<file path="config.mk">
export PLATFORM = sky130hd
export DESIGN_NAME = axi4_lite_slave_timer
export DESIGN_NICKNAME = d
export VERILOG_FILES = /design/src/rtl/axi4_lite_slave_timer.sv
export SDC_FILE = /design/constraint.sdc
export NUM_CORES = 1
export LEC_CHECK = 0
export CORE_MARGIN = 5
export CORE_UTILIZATION = 52
export CTS_BUF_LIST = sky130_fd_sc_hd__clkbuf_16
export DETAILED_ROUTE_END_ITERATION = 6
export HOLD_SLACK_MARGIN = 0.05
export PLACE_DENSITY = 0.75
export SLEW_MARGIN = 40
export SYNTH_ARGS = -nofsm -noshare
export SYNTH_HDL_FRONTEND = slang
export SYNTH_SLANG_ARGS = --single-unit
</file>
<file path="constraint.sdc">
create_clock -name s_axi_aclk_i -period 2.3 [get_ports s_axi_aclk_i]
set_input_delay 0.46 -clock s_axi_aclk_i [delete_from_list [all_inputs] [get_ports s_axi_aclk_i]]
set_output_delay 0.46 -clock s_axi_aclk_i [all_outputs]
set_load 0.01 [all_outputs]
</file>
<file path="src/rtl/axi4_lite_slave_timer.sv">
// axi4_lite_slave_timer: AXI4-Lite slave hosting a 64-bit prescaled timer.
// The timer has a 64-bit compare, a sticky match flag and a level interrupt.
// The slave stays silent on the shared bus outside its 32-byte window.
module axi4_lite_slave_timer #(
    parameter logic [31:0] BASE_ADDR = 32'h2001_0000
) (
    input  logic        s_axi_aclk_i,
    input  logic        s_axi_areset_i,
    input  logic [31:0] s_axi_araddr_i,
    input  logic        s_axi_arvalid_i,
    output logic        s_axi_arready_o,
    input  logic        s_axi_rready_i,
    output logic        s_axi_rvalid_o,
    output logic [31:0] s_axi_rdata_o,
    input  logic [31:0] s_axi_awaddr_i,
    input  logic        s_axi_awvalid_i,
    output logic        s_axi_awready_o,
    input  logic [31:0] s_axi_wdata_i,
    input  logic [3:0]  s_axi_wstrb_i,
    input  logic        s_axi_wvalid_i,
    output logic        s_axi_wready_o,
    input  logic        s_axi_bready_i,
    output logic        s_axi_bvalid_o,
    input  logic [3:0]  read_size_i,
    output logic        irq_o
);

    localparam logic [2:0] ADDR_CTRL     = 3'd0;
    localparam logic [2:0] ADDR_PRESCALE = 3'd1;
    localparam logic [2:0] ADDR_CNT_LO   = 3'd2;
    localparam logic [2:0] ADDR_CNT_HI   = 3'd3;
    localparam logic [2:0] ADDR_CMP_LO   = 3'd4;
    localparam logic [2:0] ADDR_CMP_HI   = 3'd5;
    localparam logic [2:0] ADDR_STATUS   = 3'd6;

    typedef enum logic {RIdle, RData} rstate_e;
    typedef enum logic [1:0] {WIdle, WData, WResp} wstate_e;

    rstate_e     r_rstate;
    rstate_e     w_rstate_nxt;
    wstate_e     r_wstate;
    wstate_e     w_wstate_nxt;

    logic [31:0] r_rdata;
    logic [31:0] r_shadow;
    logic [2:0]  r_waddr;

    logic [1:0]  r_ctrl;
    logic [31:0] r_prescale;
    logic [31:0] r_psc;
    logic [63:0] r_cnt;
    logic [63:0] r_cmp;
    logic        r_match;

    logic        w_ar_hit;
    logic        w_aw_hit;
    logic        w_ar_fire;
    logic        w_aw_fire;
    logic        w_w_fire;
    logic        w_tick;
    logic [31:0] w_rd_mux;
    logic [63:0] w_cnt_nxt;
    logic        w_match_nxt;
    logic        w_unused;

    // Address bits below word granularity and the read size carry no information here.
    assign w_unused = ^{read_size_i, s_axi_araddr_i[1:0], s_axi_awaddr_i[1:0]};

    function automatic logic [31:0] f_merge(input logic [31:0] old_val,
                                            input logic [31:0] new_val,
                                            input logic [3:0]  strb);
        logic [31:0] res;
        res = old_val;
        for (int b = 0; b < 4; b++) begin
            if (strb[b]) res[8*b +: 8] = new_val[8*b +: 8];
        end
        return res;
    endfunction

    // Window decode and handshake qualifiers; nothing is accepted while reset is held.
    always_comb begin
        w_ar_hit  = (s_axi_araddr_i[31:5] == BASE_ADDR[31:5]);
        w_aw_hit  = (s_axi_awaddr_i[31:5] == BASE_ADDR[31:5]);
        w_ar_fire = (r_rstate == RIdle) && s_axi_arvalid_i && w_ar_hit && !s_axi_areset_i;
        w_aw_fire = (r_wstate == WIdle) && s_axi_awvalid_i && w_aw_hit && !s_axi_areset_i;
        w_w_fire  = (r_wstate == WData) && s_axi_wvalid_i && !s_axi_areset_i;
    end

    // Read FSM state register.
    always_ff @(posedge s_axi_aclk_i) begin
        if (s_axi_areset_i) r_rstate <= RIdle;
        else                r_rstate <= w_rstate_nxt;
    end

    // Read FSM next state.
    always_comb begin
        w_rstate_nxt = r_rstate;
        case (r_rstate)
            RIdle:   if (w_ar_fire) w_rstate_nxt = RData;
            RData:   if (s_axi_rready_i) w_rstate_nxt = RIdle;
            default: w_rstate_nxt = RIdle;
        endcase
    end

    // Read FSM outputs; rdata is forced to 0 outside the data beat.
    always_comb begin
        s_axi_arready_o = w_ar_fire;
        s_axi_rvalid_o  = (r_rstate == RData);
        s_axi_rdata_o   = (r_rstate == RData) ? r_rdata : 32'd0;
    end

    // Register read mux; CNT_HI returns the shadow taken by the last CNT_LO read.
    always_comb begin
        case (s_axi_araddr_i[4:2])
            ADDR_CTRL:     w_rd_mux = {30'd0, r_ctrl};
            ADDR_PRESCALE: w_rd_mux = r_prescale;
            ADDR_CNT_LO:   w_rd_mux = r_cnt[31:0];
            ADDR_CNT_HI:   w_rd_mux = r_shadow;
            ADDR_CMP_LO:   w_rd_mux = r_cmp[31:0];
            ADDR_CMP_HI:   w_rd_mux = r_cmp[63:32];
            ADDR_STATUS:   w_rd_mux = {31'd0, r_match};
            default:       w_rd_mux = 32'd0;
        endcase
    end

    // Capture read data at AR acceptance and snapshot the upper count on CNT_LO reads.
    always_ff @(posedge s_axi_aclk_i) begin
        if (s_axi_areset_i) begin
            r_rdata  <= 32'd0;
            r_shadow <= 32'd0;
        end else if (w_ar_fire) begin
            r_rdata <= w_rd_mux;
            if (s_axi_araddr_i[4:2] == ADDR_CNT_LO) r_shadow <= r_cnt[63:32];
        end
    end

    // Write FSM state register plus the latched word offset.
    always_ff @(posedge s_axi_aclk_i) begin
        if (s_axi_areset_i) begin
            r_wstate <= WIdle;
            r_waddr  <= 3'd0;
        end else begin
            r_wstate <= w_wstate_nxt;
            if (w_aw_fire) r_waddr <= s_axi_awaddr_i[4:2];
        end
    end

    // Write FSM next state.
    always_comb begin
        w_wstate_nxt = r_wstate;
        case (r_wstate)
            WIdle:   if (w_aw_fire) w_wstate_nxt = WData;
            WData:   if (w_w_fire) w_wstate_nxt = WResp;
            WResp:   if (s_axi_bready_i) w_wstate_nxt = WIdle;
            default: w_wstate_nxt = WIdle;
        endcase
    end

    // Write FSM outputs.
    always_comb begin
        s_axi_awready_o = w_aw_fire;
        s_axi_wready_o  = (r_wstate == WData) && !s_axi_areset_i;
        s_axi_bvalid_o  = (r_wstate == WResp);
    end

    // Prescaler tick: counter reached PRESCALE while enabled.
    always_comb begin
        w_tick = r_ctrl[0] && (r_psc == r_prescale);
    end

    // Prescale counter; held at 0 while the timer is disabled.
    always_ff @(posedge s_axi_aclk_i) begin
        if (s_axi_areset_i || !r_ctrl[0] || w_tick) r_psc <= 32'd0;
        else                                        r_psc <= r_psc + 32'd1;
    end

    // Next count: a software write drops that cycle's increment for both halves.
    always_comb begin
        w_cnt_nxt = r_cnt;
        if (w_w_fire && (r_waddr == ADDR_CNT_LO)) begin
            w_cnt_nxt[31:0] = f_merge(r_cnt[31:0], s_axi_wdata_i, s_axi_wstrb_i);
        end else if (w_w_fire && (r_waddr == ADDR_CNT_HI)) begin
            w_cnt_nxt[63:32] = f_merge(r_cnt[63:32], s_axi_wdata_i, s_axi_wstrb_i);
        end else if (w_tick) begin
            w_cnt_nxt = r_cnt + 64'd1;
        end
    end

    // Sticky match; a live compare hit beats a same-cycle W1C.
    always_comb begin
        w_match_nxt = r_match;
        if (w_w_fire && (r_waddr == ADDR_STATUS) && s_axi_wstrb_i[0] && s_axi_wdata_i[0]) begin
            w_match_nxt = 1'b0;
        end
        if (r_cnt == r_cmp) w_match_nxt = 1'b1;
    end

    // Software-visible register file.
    always_ff @(posedge s_axi_aclk_i) begin
        if (s_axi_areset_i) begin
            r_ctrl     <= 2'd0;
            r_prescale <= 32'd0;
            r_cnt      <= 64'd0;
            r_cmp      <= {64{1'b1}};
            r_match    <= 1'b0;
        end else begin
            r_cnt   <= w_cnt_nxt;
            r_match <= w_match_nxt;
            if (w_w_fire) begin
                case (r_waddr)
                    ADDR_CTRL:     if (s_axi_wstrb_i[0]) r_ctrl <= s_axi_wdata_i[1:0];
                    ADDR_PRESCALE: r_prescale <= f_merge(r_prescale, s_axi_wdata_i, s_axi_wstrb_i);
                    ADDR_CMP_LO:   r_cmp[31:0] <= f_merge(r_cmp[31:0], s_axi_wdata_i,
                                                          s_axi_wstrb_i);
                    ADDR_CMP_HI:   r_cmp[63:32] <= f_merge(r_cmp[63:32], s_axi_wdata_i,
                                                           s_axi_wstrb_i);
                    default:       ;
                endcase
            end
        end
    end

    // Interrupt is a plain level of the flag gated by irq_en.
    always_comb begin
        irq_o = r_match && r_ctrl[1];
    end

endmodule

</file>
=== Yosys cells after proc, flatten, opt, wreduce, memory -nomap -nowiden ===
Cells that the tools add are included.

* Output and inout bits: 38
* Bits in registers: 265
* Input port bits: 111
* Logic and storage cells: 130

* Equal/unequal tests: 30
* Reductions and logical operators: 49
* Mux-type cells: 19
* Add/sub/neg operators: 2
* Bitwise gates (word level): 2

{| class="wikitable"
|+ Operators by type and width
! cell !! number
|-
| $pmux W32 S7 || 1
|-
| $mux W32 || 4
|-
| $reduce_and A3 Y1 || 22
|-
| $add A64 B1 Y64 const B || 1
|-
| $eq A64 B64 Y1 || 1
|-
| $mux W64 || 1
|-
| $eq A27 B25 Y1 const B || 2
|-
| $add A32 B1 Y32 const B || 1
|-
| $eq A32 B32 Y1 || 1
|-
| $mux W8 || 4
|-
| $ne A2 B2 Y1 const B || 12
|-
| $eq A3 B3 Y1 const B || 6
|-
| $logic_and A1 B1 Y1 || 16
|-
| $eq A3 B2 Y1 const B || 4
|-
| $eq A3 B1 Y1 const B || 2
|-
| $logic_not A3 Y1 || 2
|-
| $mux W2 || 3
|-
| $pmux W2 S3 || 1
|-
| $reduce_bool A2 Y1 || 3
|-
| $mux W1 || 4
|-
| $eq A2 B1 Y1 const B || 1
|-
| $eq A2 B2 Y1 const B || 1
|-
| $logic_not A1 Y1 || 2
|-
| $logic_not A2 Y1 || 1
|-
| other kinds (4) || 6
|}

=== Depth between registers and ports, before layout ===
Gate-level depths: netlist (run 1).

* Depth after elaboration: 8
* Mapped depth: 10
* Depth with buffers taken out: 7

=== Worst setup path after synthesis (run 1) ===
Ideal clock, no wire load.

* Kind: input to register
* From: input port s_axi_araddr_i[10]
* To: register r_shadow[6]
* Setup time: 0.128 ns
* Buffers on the path: 1
* Path slack: -0.026 ns
* Cell stages on the path: 7
* Data required time: 2.172 ns
* Arrival time: 2.198 ns
* Cell sequence: or4_1 -> nor3_1 -> nand4_1 -> nor3_2 -> buf_4 -> mux2i_1 -> nor2_1

* Cells in the longest elaborated chain, start to end: 4

{| class="wikitable"
|+ Ends and longest elaborated chain
! element !! RTL line !! source
|-
| start: declaration || 9 || <nowiki>input logic [31:0] s_axi_araddr_i,</nowiki>
|-
| $eq A27 B25 Y1 || 82 || <nowiki>w_ar_hit = (s_axi_araddr_i[31:5] == BASE_ADDR[31:5]);</nowiki>
|-
| $logic_and A1 B1 Y1 (2 in series) || 84 || <nowiki>w_ar_fire = (r_rstate == RIdle) && s_axi_arvalid_i && w_ar_hit && !s_axi_areset_i;</nowiki>
|-
| $reduce_and A2 Y1 (no source line) || n/a ||
|-
| end signal: assignment || 133 || <nowiki>if (s_axi_araddr_i[4:2] == ADDR_CNT_LO) r_shadow <= r_cnt[63:32];</nowiki>
|-
| end: declaration || 45 || <nowiki>logic [31:0] r_shadow;</nowiki>
|}

No other way between the ends.
A chain may end at the register's enable or synchronous reset.

=== Final worst setup path (run 1) ===
* From: register r_cnt[13]
* To: register r_cnt[45]

* Cells in the longest elaborated chain, start to end: 3

{| class="wikitable"
|+ Ends and longest elaborated chain
! element !! RTL line !! source
|-
| start: declaration || 51 || <nowiki>logic [63:0] r_cnt;</nowiki>
|-
| start signal: assignment || 207 || <nowiki>r_cnt <= w_cnt_nxt;</nowiki>
|-
| $add A64 B1 Y64 || 185 || <nowiki>w_cnt_nxt = r_cnt + 64'd1;</nowiki>
|-
| $mux W64 || 184 || <nowiki>end else if (w_tick) begin</nowiki>
|-
| $mux W32 || 182 || <nowiki>end else if (w_w_fire && (r_waddr == ADDR_CNT_HI)) begin</nowiki>
|}

No other way between the ends. The select of a mux whose other input is x is not followed.

==> results.ini, run 1 <==
[status]
status=complete, no violations

[cts]
cts_sinks=265
clk_pin_slew_worst_paths_ps=60
holdBufCountCts=0
numCtsBuffers=29
clockBufferDepth=3
htreeDepth=1
tritoncts=done
insertion_delay_ps=580
cts_root_buf=clkbuf_16

[yosys]
yosysSeqAreaShare_pct=35.5
synth_flop_cell=dfxtp_1
ys_seq_elements=265
syn_nets=1972
synth_cell_types=84
avgSynthCellArea_um2=8.03
netlist_instances=1859
async_flop_share_pct=0
synthesis.area_um2=14900
yosysTopAreaCellShare_pct=35.5
ys_warn_count=0
synth.top_cells.by_area=dfxtp_1, nand2_1, xnor2_1, nand3_1, mux2i_1
synth-edff-count=0
yosys.area.top_type=dfxtp_1

[timing]
drv_slew=0
setup_viol=0
worstMarginPinSlew_ps=805
rsz0062_at_grt=yes
skew_ps=14.3
fin_crit_ps=2280
fin_crit_sh_pct=99.1
worst_slack_ps=20.2
slew_headroom_pct=46.3
hold_viol_final=0
max_clock_freq_mhz=439

[floorplanning]
num_rows=62
initial_utilization_pct=52.3
coreArea_um2=28500
io_pins=149
die_w_um=179
fp.dieH_um=179
dieArea_um2=32200

[global_route]
grt_pass1_vias=15400
antenna_found_initial=1
grt_pass1_wl_um=90300
grt_overflow=0
grt_max_degree=66
grt.total_usage_pct=35.0

[critical_path]
r2r_cells=7
crit_fanout=5
reg2reg_from=r_cnt[13]
start_kind=register
crit_slowest_cell=or3_4
reg2reg_setup_slack_ps=20
crit_path_max_incr_delay_ps=460
critical_path_required_ps=2760
cp-end-kind=register
r2r-end=r_cnt[45]
crit_chain=nand4_4 -> buf_4 -> or3_4 -> nor4_4 -> nand4_1 -> a21o_1 -> a32o_1
worst-setup-path-type=register to register
worstPathArrival_ps=2740

[cells_and_area]
drive_gt1_share_pct=20.2
multi_input_area_um2=9090
area_delta_synth_final_pct=32.6
utilization_pct=69.3
fill_cells=2359
regArea_um2=5320
fin_nets=2287

[drt]
drtPass1Iterations=6
drc=0
drt_iter0_markers=2015
postRouteAntennaNets=0
wire_per_inst_um=23.4
vias_per_cell=6.32
num_vias=16300
finalWirelength_um=60500

[hold_path]
hp-start=s_axi_areset_i
whs_path_depth=3
min_path_type=input port to register
min_to=r_wstate[1]

[placement]
gp_congestion=1.04
place_ws_ps=-459
port_buffers=140
dp_hpwl_um=45900

[pwr]
vdd_drop_max_uv=549
power_density_nw_per_um2=505
p_leak_nw=7.51

[flow_run]
max-cap-violations=0

## through the flow
stage	std cells	TNS [ps]	power (mW)	instance area (um2)	hold slack, ps
final	2580	0	10.0	19800	226
after floorplan	1859	0	4.94	14900	427
after global placement	2508	-42250	5.37	18300	434
after global routing	2579	-405	10.2	19800	234
after CTS	2564	-13.1	10.0	19300	214
after detailed placement	2508	-48280	5.37	18300	441
## cell type report
type,count,share of cell area (%)
Multi-Input combinational cell,1424,45.9
Sequential cell,265,26.9
Timing Repair Buffer,440,19.7
Clock buffer,29,3.67
Tap cell,384,2.43
Clock inverter,23,1.07
Inverter,14,0.272
Antenna cell,1,0.0126
## cells in the final DEF (no fill, tap or decap), types with 15 or more instances in the layout
master           netlist  layout
and2_1                43      45
nor2_1               163     159
a211oi_1              18      18
a22oi_1               36      33
nand2_1              249     249
inv_1                 13      18
xnor2_1              103      91
o22ai_1               16      16
a31oi_1               19      18
and4_1                15      15
o32ai_1               24      20
nand3_1              171     168
clkbuf_16              0      32
a21oi_1              142     141
clkdlybuf4s50_1        0     120
o21ai_0               19      16
xor2_1                22      22
buf_4                  6     276
dfxtp_1              265     258
nor3_1                26      23
mux2i_1               85      84
nand4_1               60      60
nor4_1                27      21
## sequential cells by signal, summed over array words and instances (netlist names)
register,cells
r_ctrl,2
r_cmp,64
r_waddr,3
s_axi_rvalid_o,1
r_psc,32
r_cnt,64
r_match,1
r_rdata,32
r_prescale,32
r_shadow,32
r_wstate,2
## how the worst max path moves through the flow
stage / from / endpoint / depth (start not counted)
floorplan: s_axi_araddr_i[10] / r_shadow[6] / 7
global placement: s_axi_araddr_i[28] / s_axi_arready_o / 5
detailed placement: s_axi_araddr_i[10] / r_shadow[5] / 8
CTS: s_axi_araddr_i[28] / s_axi_arready_o / 5
global route: r_cnt[32] / r_cnt[56] / 9
finish: r_cnt[13] / r_cnt[45] / 7
## worst max-delay path, delay by kind of cell, from the launching register on
family                 cells  cell delay [ps]
AOI/OAI and AO/OA          2              460
buffers and inverters      1              180
DFF                        1              370
and+or+nand+nor            4             1150
## power breakdown
group / switching, mW / internal, mW
logic: 0.406 / 0.301
registers: 0.00000000109 / 4.59
clock network: 1.98 / 2.73
## synth_stat cells, types with 4 or more instances
library cell,instances
o31a_1,6
mux2i_1,85
buf_1,11
nor3_1,26
a22oi_1,36
and3_1,14
and4_1,15
buf_6,9
dfxtp_1,265
a211oi_1,18
a221oi_1,14
mux2_2,12
nor2b_1,5
nor4_1,27
clkbuf_1,100
o21ai_0,19
a32o_1,4
nor4b_1,10
xnor2_1,103
a21oi_1,142
xor2_1,22
o22ai_1,16
a32oi_1,5
a2bb2oi_1,4
a21o_1,11
a41oi_1,5
a31oi_1,19
nand2_1,249
o221ai_1,7
nand3_1,171
a31o_2,4
nor2_1,163
buf_2,21
a22o_1,4
o221a_2,10
and2_1,43
or3_1,5
nor3b_1,5
o32ai_1,24
o31ai_1,4
nand4_1,60
buf_4,6
inv_1,13
## repair_timing
action | 4_1_cts | 5_1_grt
gates resized for setup | 16 | 77
hold endpoints to repair | 0 | 0
endpoints found under the setup margin | 75 | 81
pin swaps | 4 | 17
setup buffers | 4 | 12
gates cloned | 0 | 3
## per-layer routing
metal  track usage [%]  vias up  routed length [um]  part of all wire [%]
met5                 0        -                  13                 0.022
met4              19.0        2                4190                   6.9
met3              7.26      236                5780                   9.6
met2              55.2      990               26200                    43
met1              45.0     7689               24200                    40
li1                  -     7377                   -                     -
## kinds of logic after synthesis
kind of cell               count (synthesis)  synth area share [%]
AOI/OAI and AO/OA                        373                  17.1
xor gates and xnor gates                 125                  7.33
adders and majority gates                  2                 0.168
buffers and inverters                    170                  5.65
DFF                                      265                  35.5
muxes                                     98                  6.76
and+or+nand+nor                          826                  27.5
(Power assumes the default switching activity.)
==> inputs of run 2 (changes only) <==
--- a/config.mk
+++ b/config.mk
@@ -5,8 +5,10 @@
 export SDC_FILE = /design/constraint.sdc
 export NUM_CORES = 1
 export LEC_CHECK = 0
+export CELL_PAD_IN_SITES_DETAIL_PLACEMENT = 0
+export CELL_PAD_IN_SITES_GLOBAL_PLACEMENT = 1
 export CORE_MARGIN = 5
-export CORE_UTILIZATION = 52
+export CORE_UTILIZATION = 39
 export CTS_BUF_LIST = sky130_fd_sc_hd__clkbuf_16
 export DETAILED_ROUTE_END_ITERATION = 6
 export HOLD_SLACK_MARGIN = 0.05
==> results.ini, run 2 (synthesized netlist as in run 1, its figures left out) <==
[cells_and_area]
largestRegisters=r_cmp (64), r_cnt (64)
layout_common_cells=buf_4, nand2_1, dfxtp_1
final_cell_area_um2=20300
drive_gt1_share_pct=21.5
final_cells=2739
final_common_cell=buf_4
area_delta_synth_final_pct=35.8
n_antenna_cell=0
utilization_pct=53.7
fin_nets=2319

[timing]
worstMarginPinSlew_ps=724
skew_ps=25.2
slew_headroom_pct=51.7
rsz0062_at_grt=yes
fin_crit_sh_pct=97.2
max_clock_freq_mhz=447
hold_viol_final=0
drv_slew=0
fin_crit_ps=2240
setup_viol=0
tns_ps=0

[floorplanning]
coreArea_um2=37800
initial_utilization_pct=39.5
die_w_um=206
num_rows=71
dieArea_um2=42300
fp.dieH_um=206
io_pins=149

[placement]
dpl_cell_area_um2=18900
port_buffers=140
dp_hpwl_um=48200
dpl.cell_count=2674
gp_congestion=0.990

[drt]
postRouteAntennaNets=0
num_vias=15900
wire_per_inst_um=23.0
drtPass1Iterations=7
drc=0
finalWirelength_um=63100
vias_per_cell=5.81
drt_iter0_markers=1643

[cts]
cts_sinks=265
insertion_delay_ps=590
cts_root_buf=clkbuf_16
tritoncts=done
numCtsBuffers=31
holdBufCountCts=0
clockBufferDepth=3
htreeDepth=1
clk_pin_slew_worst_paths_ps=60

[critical_path]
crit_path_max_incr_delay_ps=330
worst-setup-path-type=register to register
crit_chain=xnor2_1 -> nand4_1 -> nor4_2 -> buf_4 -> nand4_4 -> buf_12 -> buf_12 -> a2bb2o_1 -> a31o_2
worstPathArrival_ps=2700
reg2reg_from=r_prescale[10]
crit_buf_inv=3
path_common_cell=buf_12
crit_slowest_cell=dfxtp_1
startpoint=r_prescale[10]
critical_path_required_ps=2770
cp-end-kind=register
start_kind=register
crit_fanout=10
cp_top_family=simple AND/OR/NAND/NOR gates

[status]
status=complete, no violations

[global_route]
grt_pass1_wl_um=93100
antenna_found_initial=1
grt_pass1_vias=15100
grt_max_degree=57
grt.total_usage_pct=28.6
grt_overflow=0

[pwr]
power.internal_mw=7.56
vdd_drop_max_uv=709
switching_share_pct=24.8
pwr-share-seq_pct=45.6
p_leak_nw=7.59
p_comb_share_pct=7.4
switchingPower_mw=2.50
power.share.clock_pct=47.0
power_density_nw_per_um2=496

[flow_run]
max-cap-violations=0

[hold_path]
min_path_type=input port to register
hp-start=s_axi_areset_i

==> run 2: layout make-up <==
class | count | area (um2)
Inverter | 14 | 53.8
Tap cell | 511 | 639
Clock inverter | 24 | 168
Timing Repair Buffer | 470 | 4200
Sequential cell | 265 | 5330
Multi-Input combinational cell | 1424 | 9110
Fill cell | 3611 | 17500
Clock buffer | 31 | 776
==> run 2: repair_timing <==
item / 4_1_cts / 5_1_grt
setup buffers: 1 / 6
pin swaps: 3 / 20
gates cloned: 1 / 2
endpoints found under the setup margin: 66 / 58
resized for setup: 42 / 57
==> run 2: power by group through the flow <==
stage          registers [mW]  clock network, mW  logic, mW
2_1_floorplan            4.69                  0      0.245
4_1_cts                  4.59               4.77      0.722
3_5_place_dp             4.69                  0      0.714
3_3_place_gp             4.69                  0      0.715
6_report                 4.59               4.73      0.739
5_1_grt                  4.59               4.96      0.762
==> run 2: worst min-delay path: stages <==
cell and delay [ps]:
buf_4 140, buf_4 230, a21oi_1 50
==> run 2: metrics by stage <==
step,power (mW),worst slack (ps),hold slack (ps)
floorplan,4.94,13.2,427
global placement,5.41,-506,439
detailed placement,5.40,-515,442
CTS,10.1,-58.0,340
global route,10.3,-17.4,367
finish,10.1,64.1,357
==> run 2: worst paths after layout <==
check / slack [ps] / cells after the start / end
worst min-delay path: 360 / 3 / r_cnt[1]
worst max-delay path: 60 / 9 / r_cnt[2]
worst max register to register: 60 / 9 / r_cnt[2]
worst min register to register: 450 / 2 / r_rdata[17]
==> run 2: layer usage <==
| metal | up-vias | wire length (um) | global-route usage (%) |
|---|---|---|---|
| met4 | 2 | 3480 | 13.9 |
| li1 | 7426 | - | - |
| met3 | 147 | 4790 | 3.96 |
| met2 | 694 | 28100 | 45.3 |
| met1 | 7651 | 26700 | 38.3 |
| met5 | - | 13 | 0 |
